`src/rtl/pwm_compare_stage.sv`:
```
// PWM compare stage fed by a free-running N-bit up or down counter.
// Duty values arrive over valid/ready into a one-entry pending buffer and are applied only at period start.
module pwm_compare_stage #(
    parameter int N    = 8,
    parameter bit MODE = 1'b1
) (
    input  logic          clk,
    input  logic          rst,
    input  logic [N-1:0]  count,
    input  logic          en,
    input  logic [N:0]    duty_in,
    input  logic          duty_valid,
    output logic          duty_ready,
    output logic          pwm,
    output logic          period_done,
    output logic [15:0]   periods
);

    localparam logic [N:0]   DUTY_MAX   = {1'b1, {N{1'b0}}};
    localparam logic [N-1:0] PHASE_LAST = {N{1'b1}};

    logic [N-1:0] phase;
    logic         is_start;
    logic         is_end;
    logic         take;
    logic         apply;
    logic [N:0]   duty_clamped;
    logic [N:0]   duty_eff;

    logic [N:0]   pend_q,      pend_d;
    logic         pend_full_q, pend_full_d;
    logic [N:0]   active_q,    active_d;
    logic         ready_q,     ready_d;
    logic         pwm_q,       pwm_d;
    logic         done_q,      done_d;
    logic [15:0]  periods_q,   periods_d;

    // A down-counter is folded so that phase always runs 0..2^N-1 within a period.
    generate
        if (MODE) begin : g_phase_up
            assign phase = count;
        end else begin : g_phase_down
            assign phase = ~count;
        end
    endgenerate

    assign is_start     = (phase == '0);
    assign is_end       = (phase == PHASE_LAST);
    assign take         = duty_valid && ready_q;
    assign apply        = is_start && pend_full_q;
    assign duty_clamped = (duty_in > DUTY_MAX) ? DUTY_MAX : duty_in;
    // The pending value must govern the start cycle itself, not just the cycles after it.
    assign duty_eff     = apply ? pend_q : active_q;

    always_comb begin
        pend_d      = pend_q;
        pend_full_d = pend_full_q;
        active_d    = active_q;
        periods_d   = periods_q;

        // take implies an empty buffer, so it can never coincide with apply.
        if (take) begin
            pend_d      = duty_clamped;
            pend_full_d = 1'b1;
        end else if (apply) begin
            pend_full_d = 1'b0;
        end

        if (apply) begin
            active_d = pend_q;
        end

        if (is_end) begin
            periods_d = periods_q + 16'd1;
        end

        ready_d = ~pend_full_d;
        pwm_d   = en && ({1'b0, phase} < duty_eff);
        done_d  = en && is_end;
    end

    always_ff @(posedge clk) begin
        if (rst) begin
            pend_q      <= '0;
            pend_full_q <= 1'b0;
            active_q    <= '0;
            ready_q     <= 1'b0;
            pwm_q       <= 1'b0;
            done_q      <= 1'b0;
            periods_q   <= '0;
        end else begin
            pend_q      <= pend_d;
            pend_full_q <= pend_full_d;
            active_q    <= active_d;
            ready_q     <= ready_d;
            pwm_q       <= pwm_d;
            done_q      <= done_d;
            periods_q   <= periods_d;
        end
    end

    assign duty_ready  = ready_q;
    assign pwm         = pwm_q;
    assign period_done = done_q;
    assign periods     = periods_q;

endmodule

```
`config.mk`:
```
export PLATFORM = sky130hd
export DESIGN_NAME = pwm_compare_stage
export DESIGN_NICKNAME = d
export VERILOG_FILES = /design/src/rtl/pwm_compare_stage.sv
export SDC_FILE = /design/constraint.sdc
export NUM_CORES = 1
export LEC_CHECK = 0
export BUFFER_PORTS_ARGS = -buffer_cell sky130_fd_sc_hd__buf_2
export CORE_AREA = 4 4 68 57
export DETAILED_ROUTE_END_ITERATION = 16
export DIE_AREA = 0 0 72 61
export GPL_ROUTABILITY_DRIVEN = 1
export PLACE_DENSITY_LB_ADDON = 0.3
export SYNTH_ARGS = -nofsm -noshare
export SYNTH_HDL_FRONTEND = slang
export SYNTH_SLANG_ARGS = --single-unit
```
`constraint.sdc`:
```
create_clock -name clk -period 4.7 [get_ports clk]
set_input_delay 0.235 -clock clk [delete_from_list [all_inputs] [get_ports clk]]
set_output_delay 0.235 -clock clk [all_outputs]
set_load 0.1 [all_outputs]
```
==> results.sh, run 1 <==
export IMPL_maxCapViolCount=0
export IMPL_slew_headroom=0.549
export IMPL_synth_seq_area_share=0.428
export IMPL_post_route_period_util=0.508
export IMPL_hold_path_depth=2
export IMPL_die_area_um2=4390
export IMPL_syn_nets=227
export IMPL_setup_viol=0
export IMPL_cts_max_path_buffers=2
export IMPL_wire_per_inst_um=14.3
export IMPL_synth_edf_count=0
export IMPL_cp_cell_sequence="buf_2, nor4_4, nand3_2, mux2i_1, ha_1, a21o_1, a2111oi_0, o21ai_0, o22ai_1"
export IMPL_syn_cell_area_um2=1780
export IMPL_synth_warnings=0
export IMPL_grt_overflow=0
export IMPL_mostFrequentLayoutCell="buf_2"
export IMPL_avgViaCountPerCell=5.64
export IMPL_setup_tns_ps=0
export IMPL_drtIter0Drc=140
export IMPL_syn2layout_area_growth_pct=18.2
export IMPL_ctsResizeCount=0
export IMPL_rows=18
export IMPL_dp_hpwl_mm=2.78
export IMPL_grt_pass1_vias=1471
export IMPL_final_cell_mix="39 x buf_2, 38 x dfxtp_1, 25 x a21oi_1"
export IMPL_fin_nets=265
export IMPL_peakVddDrop_uv=227
export IMPL_gp_congestion=0.769
export IMPL_rrSetupSlack_ps=2460
export IMPL_antenna_found_initial=0
export IMPL_die_y_um=61
export IMPL_tritoncts="yes"
export IMPL_synth_seq_cells=38
export IMPL_drc=0
export IMPL_drive_above_1_share=0.219
export IMPL_grt_max_degree=38
export IMPL_h_tree_depth=2
export IMPL_fmax_ghz=0.419
export IMPL_cp_arrival_ps=2610
export IMPL_ant_nets=0
export IMPL_root_buffer="clkbuf_8"
export IMPL_power_total_uw=641
export IMPL_io_pin_count=40
export IMPL_hold_buffers=0
export IMPL_syn_avg_cell_area_um2=8.97
export IMPL_reg2regPathDepth=7
export IMPL_cpPeakStageDelay_ps=430
export IMPL_status="completed"
export IMPL_finalHoldViolCount=0
export IMPL_drt_pre_antenna_iters=4
export IMPL_clk_pin_slew_ps=70
export IMPL_critPathSlowestCell="nor4_4"
export IMPL_grt_usage=0.193
export IMPL_vias=1561
export IMPL_slew_viol_final=0
export IMPL_port_buffers=39
export IMPL_wl_mm=3.97
export IMPL_worst_skew_pair_late_latency_ps=290
export IMPL_coreArea_um2=3110
export IMPL_tightestPinTransition_ps=676
export IMPL_async_flop_share=0
export IMPL_start_util=0.572
export IMPL_netlist_instances=198
export IMPL_n_antenna_cell=0
export IMPL_power_leakage_uw=0.000879
export IMPL_synth_cell_type_count=38
export IMPL_grt_pass1_wl_mm=6.60
export IMPL_cts_setup_buffers=0
export IMPL_synth_main_ff_cell="dfxtp_1"
export IMPL_cts_buffers=5
export IMPL_die_width_um=72
export IMPL_fin_skew_ps=6.60
export IMPL_end_kind="register"
export IMPL_powerDensity_nw_per_um2=305
export IMPL_path_class="primary input to register"
export IMPL_hold_class="primary input to register"
export IMPL_rsz0062_at_grt="false"
export IMPL_clock_sinks=38
export IMPL_fin_crit_ps=2390
export IMPL_critPathLaunchType="primary input"
export IMPL_hold_worst_slack_ps=176
export IMPL_crit_required_ps=4920
export IMPL_worstPathMaxFanout=8
[per-layer routing]
layer	GRT usage	share of wire	vias to the layer above	wire (µm)
met1	0.259	0.49	719	1960
met2	0.304	0.44	35	1750
li1	-	-	803	-
met3	0.0613	0.059	4	232
met4	0.0509	0.0068	0	27
met5	0	0	-	0
[cell families (layout without fill, tap and decap cells)]
kind of cell,count (synthesis),count (layout),share of synthesized area
adders and majority gates,8,8,0.0563
AOI/OAI and AO/OA,46,46,0.144
and+or+nand+nor,82,82,0.280
muxes,8,8,0.0451
buffers and inverters,12,51,0.0268
DFF,38,38,0.428
xor gates and xnor gates,4,4,0.0197
[critical path, delay by kind of cell]
kind,cells,cell delay [ps]
adder cells (fa/ha/maj),1,290
AO/OA/AOI/OAI,4,870
buffers and inverters,1,130
multiplexers,1,300
AND/OR/NAND/NOR,2,770
[report_power, final]
part | switching [µW] | total [µW] | leakage [µW] | internal, µW
logic | 34.1 | 50.9 | 0.000515 | 16.8
registers | 3.61 | 330 | 0.000307 | 326
clock network | 112 | 260 | 0.0000575 | 148
[flip-flops by register name, indices dropped and copies added, names as in the netlist]
register / cells
duty_ready: 1
pwm: 1
pend_full_q: 1
periods: 16
active_q: 9
pend_q: 9
period_done: 1
[cells in the mapped netlist (2+ instances only)]
cell       n  share of area
dfxtp_1   38           0.43
a21oi_1   25          0.070
nor2_1    22          0.046
o21ai_0   11          0.031
nor3b_1    9          0.038
or3_1      9          0.032
ha_1       8          0.056
mux2i_1    8          0.045
nand2_1    8          0.017
nand4_1    8          0.028
clkbuf_1   5          0.011
nand3_1    5          0.014
and2_1     4          0.014
inv_1      4         0.0084
xnor2_1    3          0.015
a211oi_1   2         0.0084
a21o_1     2         0.0084
and3_1     2         0.0070
and4_1     2         0.0099
nand2b_1   2         0.0070
nor3_1     2         0.0056
o31ai_1    2         0.0084
or4_1      2         0.0084
[cell type report]
cell class / instances / area (µm²)
Timing Repair Buffer: 39 / 195
Fill cell: 270 / 1010
Multi-Input combinational cell: 148 / 968
Tap cell: 40 / 50.0
Sequential cell: 38 / 761
Inverter: 4 / 15.0
Clock buffer: 8 / 110
[through the flow]
stage	instances	area, µm²	util	worst slack (ps)
floorplan	198	1780	-	2450
global placement	269	1990	0.640	2170
detailed placement	269	1990	0.640	2110
CTS	277	2100	0.676	2330
global route	277	2100	0.676	2100
finish	277	2100	0.676	2310
[path summary, 6_finish.rpt]
check / from / endpoint
max: count[5] / pwm$_SDFF_PP0_
min: duty_valid / duty_ready$_SDFF_PP0_
max reg2reg: pend_full_q$_SDFF_PP0_ / pwm$_SDFF_PP0_
min reg2reg: periods[15]$_SDFFE_PP0N_ / periods[15]$_SDFFE_PP0N_
No activity file was read; power rests on OpenSTA's default activity.
==> run 2: changes to the inputs <==
--- a/config.mk
+++ b/config.mk
@@ -6,9 +6,9 @@
 export NUM_CORES = 1
 export LEC_CHECK = 0
 export BUFFER_PORTS_ARGS = -buffer_cell sky130_fd_sc_hd__buf_2
-export CORE_AREA = 4 4 68 57
+export CORE_AREA = 4 4 70 59
 export DETAILED_ROUTE_END_ITERATION = 16
-export DIE_AREA = 0 0 72 61
+export DIE_AREA = 0 0 74 63
 export GPL_ROUTABILITY_DRIVEN = 1
 export PLACE_DENSITY_LB_ADDON = 0.3
 export SYNTH_ARGS = -nofsm -noshare
==> constraint.sdc (replaced) <==
create_clock -name clk -period 2.5 [get_ports clk]
set_input_delay 0.125 -clock clk [delete_from_list [all_inputs] [get_ports clk]]
set_output_delay 0.125 -clock clk [all_outputs]
set_load 0.1 [all_outputs]
==> run 2 against run 1 <==
Clock power is 63% higher. Worst hold slack lost 90 ps. Non-clock buffer count up 2. Power grew 78%. Utilization down 5.7 points. Register-to-register slack got worse by 2100 ps. First-iteration DRC count fell by 18%. Flip-flop and latch count stayed put. Critical path type is now register to register. Critical endpoint unchanged.
==> results.sh, run 2 (same netlist as run 1, synthesis figures left out) <==
export IMPL_coreArea_um2=3400
export IMPL_tritoncts="yes"
export IMPL_ctsResizeCount=0
export IMPL_setup_tns_ps=0
export IMPL_rows=19
export IMPL_vias=1574
export IMPL_powerDensity_nw_per_um2=542
export IMPL_ant_nets=0
export IMPL_crit_required_ps=2710
export IMPL_reg2regPathDepth=7
export IMPL_cts_buffers=5
export IMPL_clk_pin_slew_ps=70
export IMPL_final_cell_mix="39 x buf_2, 38 x dfxtp_1, 25 x a21oi_1"
export IMPL_critPathLaunchType="register"
export IMPL_grt_overflow=0
export IMPL_critPathSlowestCell="dfxtp_1"
export IMPL_n_antenna_cell=0
export IMPL_die_width_um=74
export IMPL_post_route_period_util=0.866
export IMPL_fin_crit_ps=2170
export IMPL_peakVddDrop_uv=319
export IMPL_cts_setup_buffers=0
export IMPL_grt_usage=0.173
export IMPL_wl_mm=3.75
export IMPL_mostFrequentLayoutCell="buf_2"
export IMPL_cp_cell_sequence="nand3_2, mux2i_1, ha_1, a21o_1, a2111oi_0, o21ai_0, o22ai_1"
export IMPL_tightestPinTransition_ps=653
export IMPL_cp_arrival_ps=2370
export IMPL_crit_family="compound AO/OA/AOI/OAI gates"
export IMPL_rsz0062_at_grt="false"
export IMPL_start_util=0.523
export IMPL_worst_skew_pair_late_latency_ps=280
export IMPL_finalHoldViolCount=0
export IMPL_avgViaCountPerCell=5.60
export IMPL_end_kind="register"
export IMPL_cp_depth=7
export IMPL_drtIter0Drc=115
export IMPL_hold_path_depth=2
export IMPL_gp_congestion=0.909
export IMPL_power_leakage_uw=0.000880
export IMPL_critPathBufInv=0
export IMPL_finalNonFillerCells=281
export IMPL_fin_skew_ps=5.11
export IMPL_drive_above_1_share=0.226
export IMPL_die_area_um2=4660
export IMPL_dp_cells=273
export IMPL_drt_pre_antenna_iters=4
export IMPL_wire_per_inst_um=13.3
export IMPL_hold_class="primary input to register"
export IMPL_fmax_ghz=0.462
export IMPL_cpPeakStageDelay_ps=450
export IMPL_slew_viol_final=0
export IMPL_fin_nets=267
export IMPL_nFillCells=303
export IMPL_slew_headroom=0.564
export IMPL_syn2layout_area_growth_pct=18.3
export IMPL_maxCapViolCount=0
export IMPL_largest_reg_flops=16
export IMPL_worstPathMaxFanout=8
export IMPL_grt_max_degree=38
export IMPL_antenna_found_initial=0
export IMPL_grt_pass1_vias=1368
export IMPL_port_buffers=39
export IMPL_dp_hpwl_mm=2.74
export IMPL_path_class="register to register"
export IMPL_setup_viol=0
export IMPL_root_buffer="clkbuf_8"
export IMPL_clock_sinks=38
export IMPL_grt_pass1_wl_mm=6.45
export IMPL_hold_buffers=0
export IMPL_cts_max_path_buffers=2
export IMPL_io_pin_count=40
export IMPL_die_y_um=63
export IMPL_h_tree_depth=2
export IMPL_drc=0
export IMPL_status="completed"
run 2: cell count changes in the layout (fill, tap and decap cells not counted):
cell / before / now
clkbuf_8: 8 / 6
buf_4: 0 / 2
clkinvlp_4: 0 / 1
clkinv_2: 0 / 1
run 2: metrics by stage:
stage               power, µW   util  worst slack, ps  hold WS, ps  cell area, µm²
CTS                      1150  0.618              360         74.8            2100
detailed placement        728  0.590              223          377            2010
global route             1190  0.618              126         87.2            2100
floorplan                 692      -              250          241            1780
finish                   1140  0.618              334         85.0            2100
global placement          728  0.590              243          380            2010
run 2: final cells by class:
cell class	instances	area, µm²	share of cell area
sequential	38	761	0.362
inverter	4	15.0	0.00714
clock buffer	6	82.6	0.0393
clock inverter	2	12.5	0.00595
timing repair buffer	41	210	0.100
multi-input combinational	148	968	0.461
tap	42	52.6	0.0250
run 2: path summary, 6_finish.rpt:
path | startpoint | end | slack [ps]
min | duty_valid | duty_ready$_SDFF_PP0_ | 90
max | pend_full_q$_SDFF_PP0_ | pwm$_SDFF_PP0_ | 330
min reg2reg | periods[15]$_SDFFE_PP0N_ | periods[15]$_SDFFE_PP0N_ | 490
max reg2reg | pend_full_q$_SDFF_PP0_ | pwm$_SDFF_PP0_ | 330
run 2: power breakdown:
group | internal [µW] | total (µW) | switching, µW | leakage [µW]
Clock | 221 | 425 | 203 | 0.0000472
Combinational | 32.2 | 94.8 | 62.6 | 0.000525
Sequential | 613 | 620 | 7.27 | 0.000307
run 2: per-layer routing:
metal,track usage,share of wire
met4,0.0498,0.0048
met5,0,0
met3,0.0450,0.055
met1,0.261,0.51
met2,0.239,0.43
==> run 3: changes to the inputs <==
--- a/config.mk
+++ b/config.mk
@@ -10,6 +10,7 @@
 export DETAILED_ROUTE_END_ITERATION = 16
 export DIE_AREA = 0 0 74 63
 export GPL_ROUTABILITY_DRIVEN = 1
+export GPL_TIMING_DRIVEN = 0
 export PLACE_DENSITY_LB_ADDON = 0.3
 export SYNTH_ARGS = -nofsm -noshare
 export SYNTH_HDL_FRONTEND = slang
==> run 3 against run 2 <==
Highest routed layer unchanged. Combinational power increased by 5.4%. Clock skew rose by 1.3 ps. Die area unchanged. Cell count up 1.4%. First-iteration DRC count fell by 1.7%. Worst hold slack worse by 5.6 ps. Clock-buffer cell count rose by 1. Power is 7.4% higher. Critical path depth grew 2.
==> results.sh, run 3 (same netlist as run 1, synthesis figures left out) <==
export IMPL_fin_nets=271
export IMPL_powerDensity_nw_per_um2=573
export IMPL_rrSetupSlack_ps=340
export IMPL_hold_buffers=0
export IMPL_grt_usage=0.179
export IMPL_slew_viol_final=0
export IMPL_hold_class="primary input to register"
export IMPL_cpPeakStageDelay_ps=490
export IMPL_status="completed"
export IMPL_power_leakage_uw=0.000881
export IMPL_path_class="primary input to register"
export IMPL_post_route_period_util=0.872
export IMPL_final_core_util=0.629
export IMPL_dp_hpwl_mm=2.92
export IMPL_antenna_found_initial=0
export IMPL_avgViaCountPerCell=5.78
export IMPL_critPathLaunchType="primary input"
export IMPL_rsz0062_at_grt="false"
export IMPL_nFillCells=292
export IMPL_cts_max_path_buffers=2
export IMPL_die_width_um=74
export IMPL_cp_cell_sequence="buf_2, nor4_4, nand3_4, mux2i_1, ha_1, a21o_1, a2111oi_0, o21ai_0, o22ai_1"
export IMPL_final_cell_mix="38 x buf_2, 38 x dfxtp_1, 25 x a21oi_1"
export IMPL_peakVddDrop_uv=316
export IMPL_n_antenna_cell=0
export IMPL_setup_viol=0
export IMPL_maxCapViolCount=0
export IMPL_cts_setup_buffers=0
export IMPL_die_y_um=63
export IMPL_drt_pre_antenna_iters=5
export IMPL_slew_headroom=0.664
export IMPL_power_total_uw=1220
export IMPL_worstPathMaxFanout=8
export IMPL_fin_crit_ps=2180
export IMPL_finalHoldViolCount=0
export IMPL_gp_congestion=0.911
export IMPL_crit_required_ps=2720
export IMPL_fmax_ghz=0.459
export IMPL_root_buffer="clkbuf_8"
export IMPL_grt_pass1_wl_mm=6.49
export IMPL_drtIter0Drc=113
export IMPL_grt_overflow=0
export IMPL_ctsResizeCount=0
export IMPL_grt_pass1_vias=1393
export IMPL_die_area_um2=4660
export IMPL_critPathSlowestCell="nor4_4"
export IMPL_wl_mm=3.98
export IMPL_fin_skew_ps=6.39
export IMPL_clock_sinks=38
export IMPL_h_tree_depth=2
export IMPL_clk_pin_slew_ps=70
export IMPL_setup_tns_ps=0
export IMPL_rows=19
export IMPL_tightestPinTransition_ps=505
export IMPL_hold_worst_slack_ps=79.4
export IMPL_cp_arrival_ps=2400
export IMPL_drc=0
export IMPL_vias=1646
export IMPL_worst_skew_pair_late_latency_ps=290
export IMPL_drive_above_1_share=0.206
export IMPL_io_pin_count=40
export IMPL_cts_buffers=5
export IMPL_place_ws_ps=-103
export IMPL_tritoncts="yes"
export IMPL_syn2layout_area_growth_pct=20.3
export IMPL_setup_ws_ps=319
export IMPL_end_kind="register"
export IMPL_port_buffers=37
export IMPL_wire_per_inst_um=14.0
export IMPL_ant_nets=0
export IMPL_largest_reg_flops=16
export IMPL_grt_max_degree=12
export IMPL_start_util=0.523
export IMPL_coreArea_um2=3400
-- run 3: cell types whose count changed in the layout (fill, tap and decap cells not counted), sizes merged --
cell	before	now
buf	41	39
bufinv	0	1
clkbuf	6	13
clkinv	1	0
clkinvlp	1	0
-- run 3: critical path: cells and delay by family --
| family | cells | cell delay (ps) |
|---|---|---|
| AO/OA/AOI/OAI | 4 | 850 |
| multiplexers | 1 | 260 |
| AND/OR/NAND/NOR | 2 | 730 |
| buffers and inverters | 1 | 140 |
| adder cells (fa/ha/maj) | 1 | 280 |
-- run 3: path summary, 6_finish.rpt --
kind                                          startpoint                        to  cells after the start
worst max-delay path                            count[5]            pwm$_SDFF_PP0_                      9
worst min-delay path                          duty_valid     duty_ready$_SDFF_PP0_                      2
worst max register to register    pend_full_q$_SDFF_PP0_            pwm$_SDFF_PP0_                      7
worst min register to register  periods[15]$_SDFFE_PP0N_  periods[15]$_SDFFE_PP0N_                      2
-- run 3: final cells by class --
type	instances	area (µm²)	area share
clock buffer	7	76.3	0.0357
tap	42	52.6	0.0246
multi-input combinational	148	985	0.461
inverter	4	15.0	0.00703
buffer	8	32.5	0.0152
sequential	38	761	0.356
clock inverter	1	30.0	0.0141
timing repair buffer	37	185	0.0867
-- run 3: power by group --
part | total (µW) | internal [µW] | switching (µW)
clock network | 504 | 298 | 206
logic | 99.9 | 32.5 | 67.3
registers | 620 | 613 | 7.08
-- run 3: per-stage QoR --
stage | cell area (µm²) | std cells
3_5_place_dp | 2010 | 277
5_1_grt | 2140 | 285
3_3_place_gp | 2010 | 277
2_1_floorplan | 1780 | 198
4_1_cts | 2120 | 285
6_report | 2140 | 285
-- run 3: per-layer routing --
layer | GRT usage | part of all wire | vias up
met5 | 0 | 0 | -
met4 | 0.0747 | 0.018 | 0
met3 | 0.0563 | 0.071 | 7
met2 | 0.257 | 0.44 | 46
met1 | 0.244 | 0.47 | 773
li1 | - | - | 820
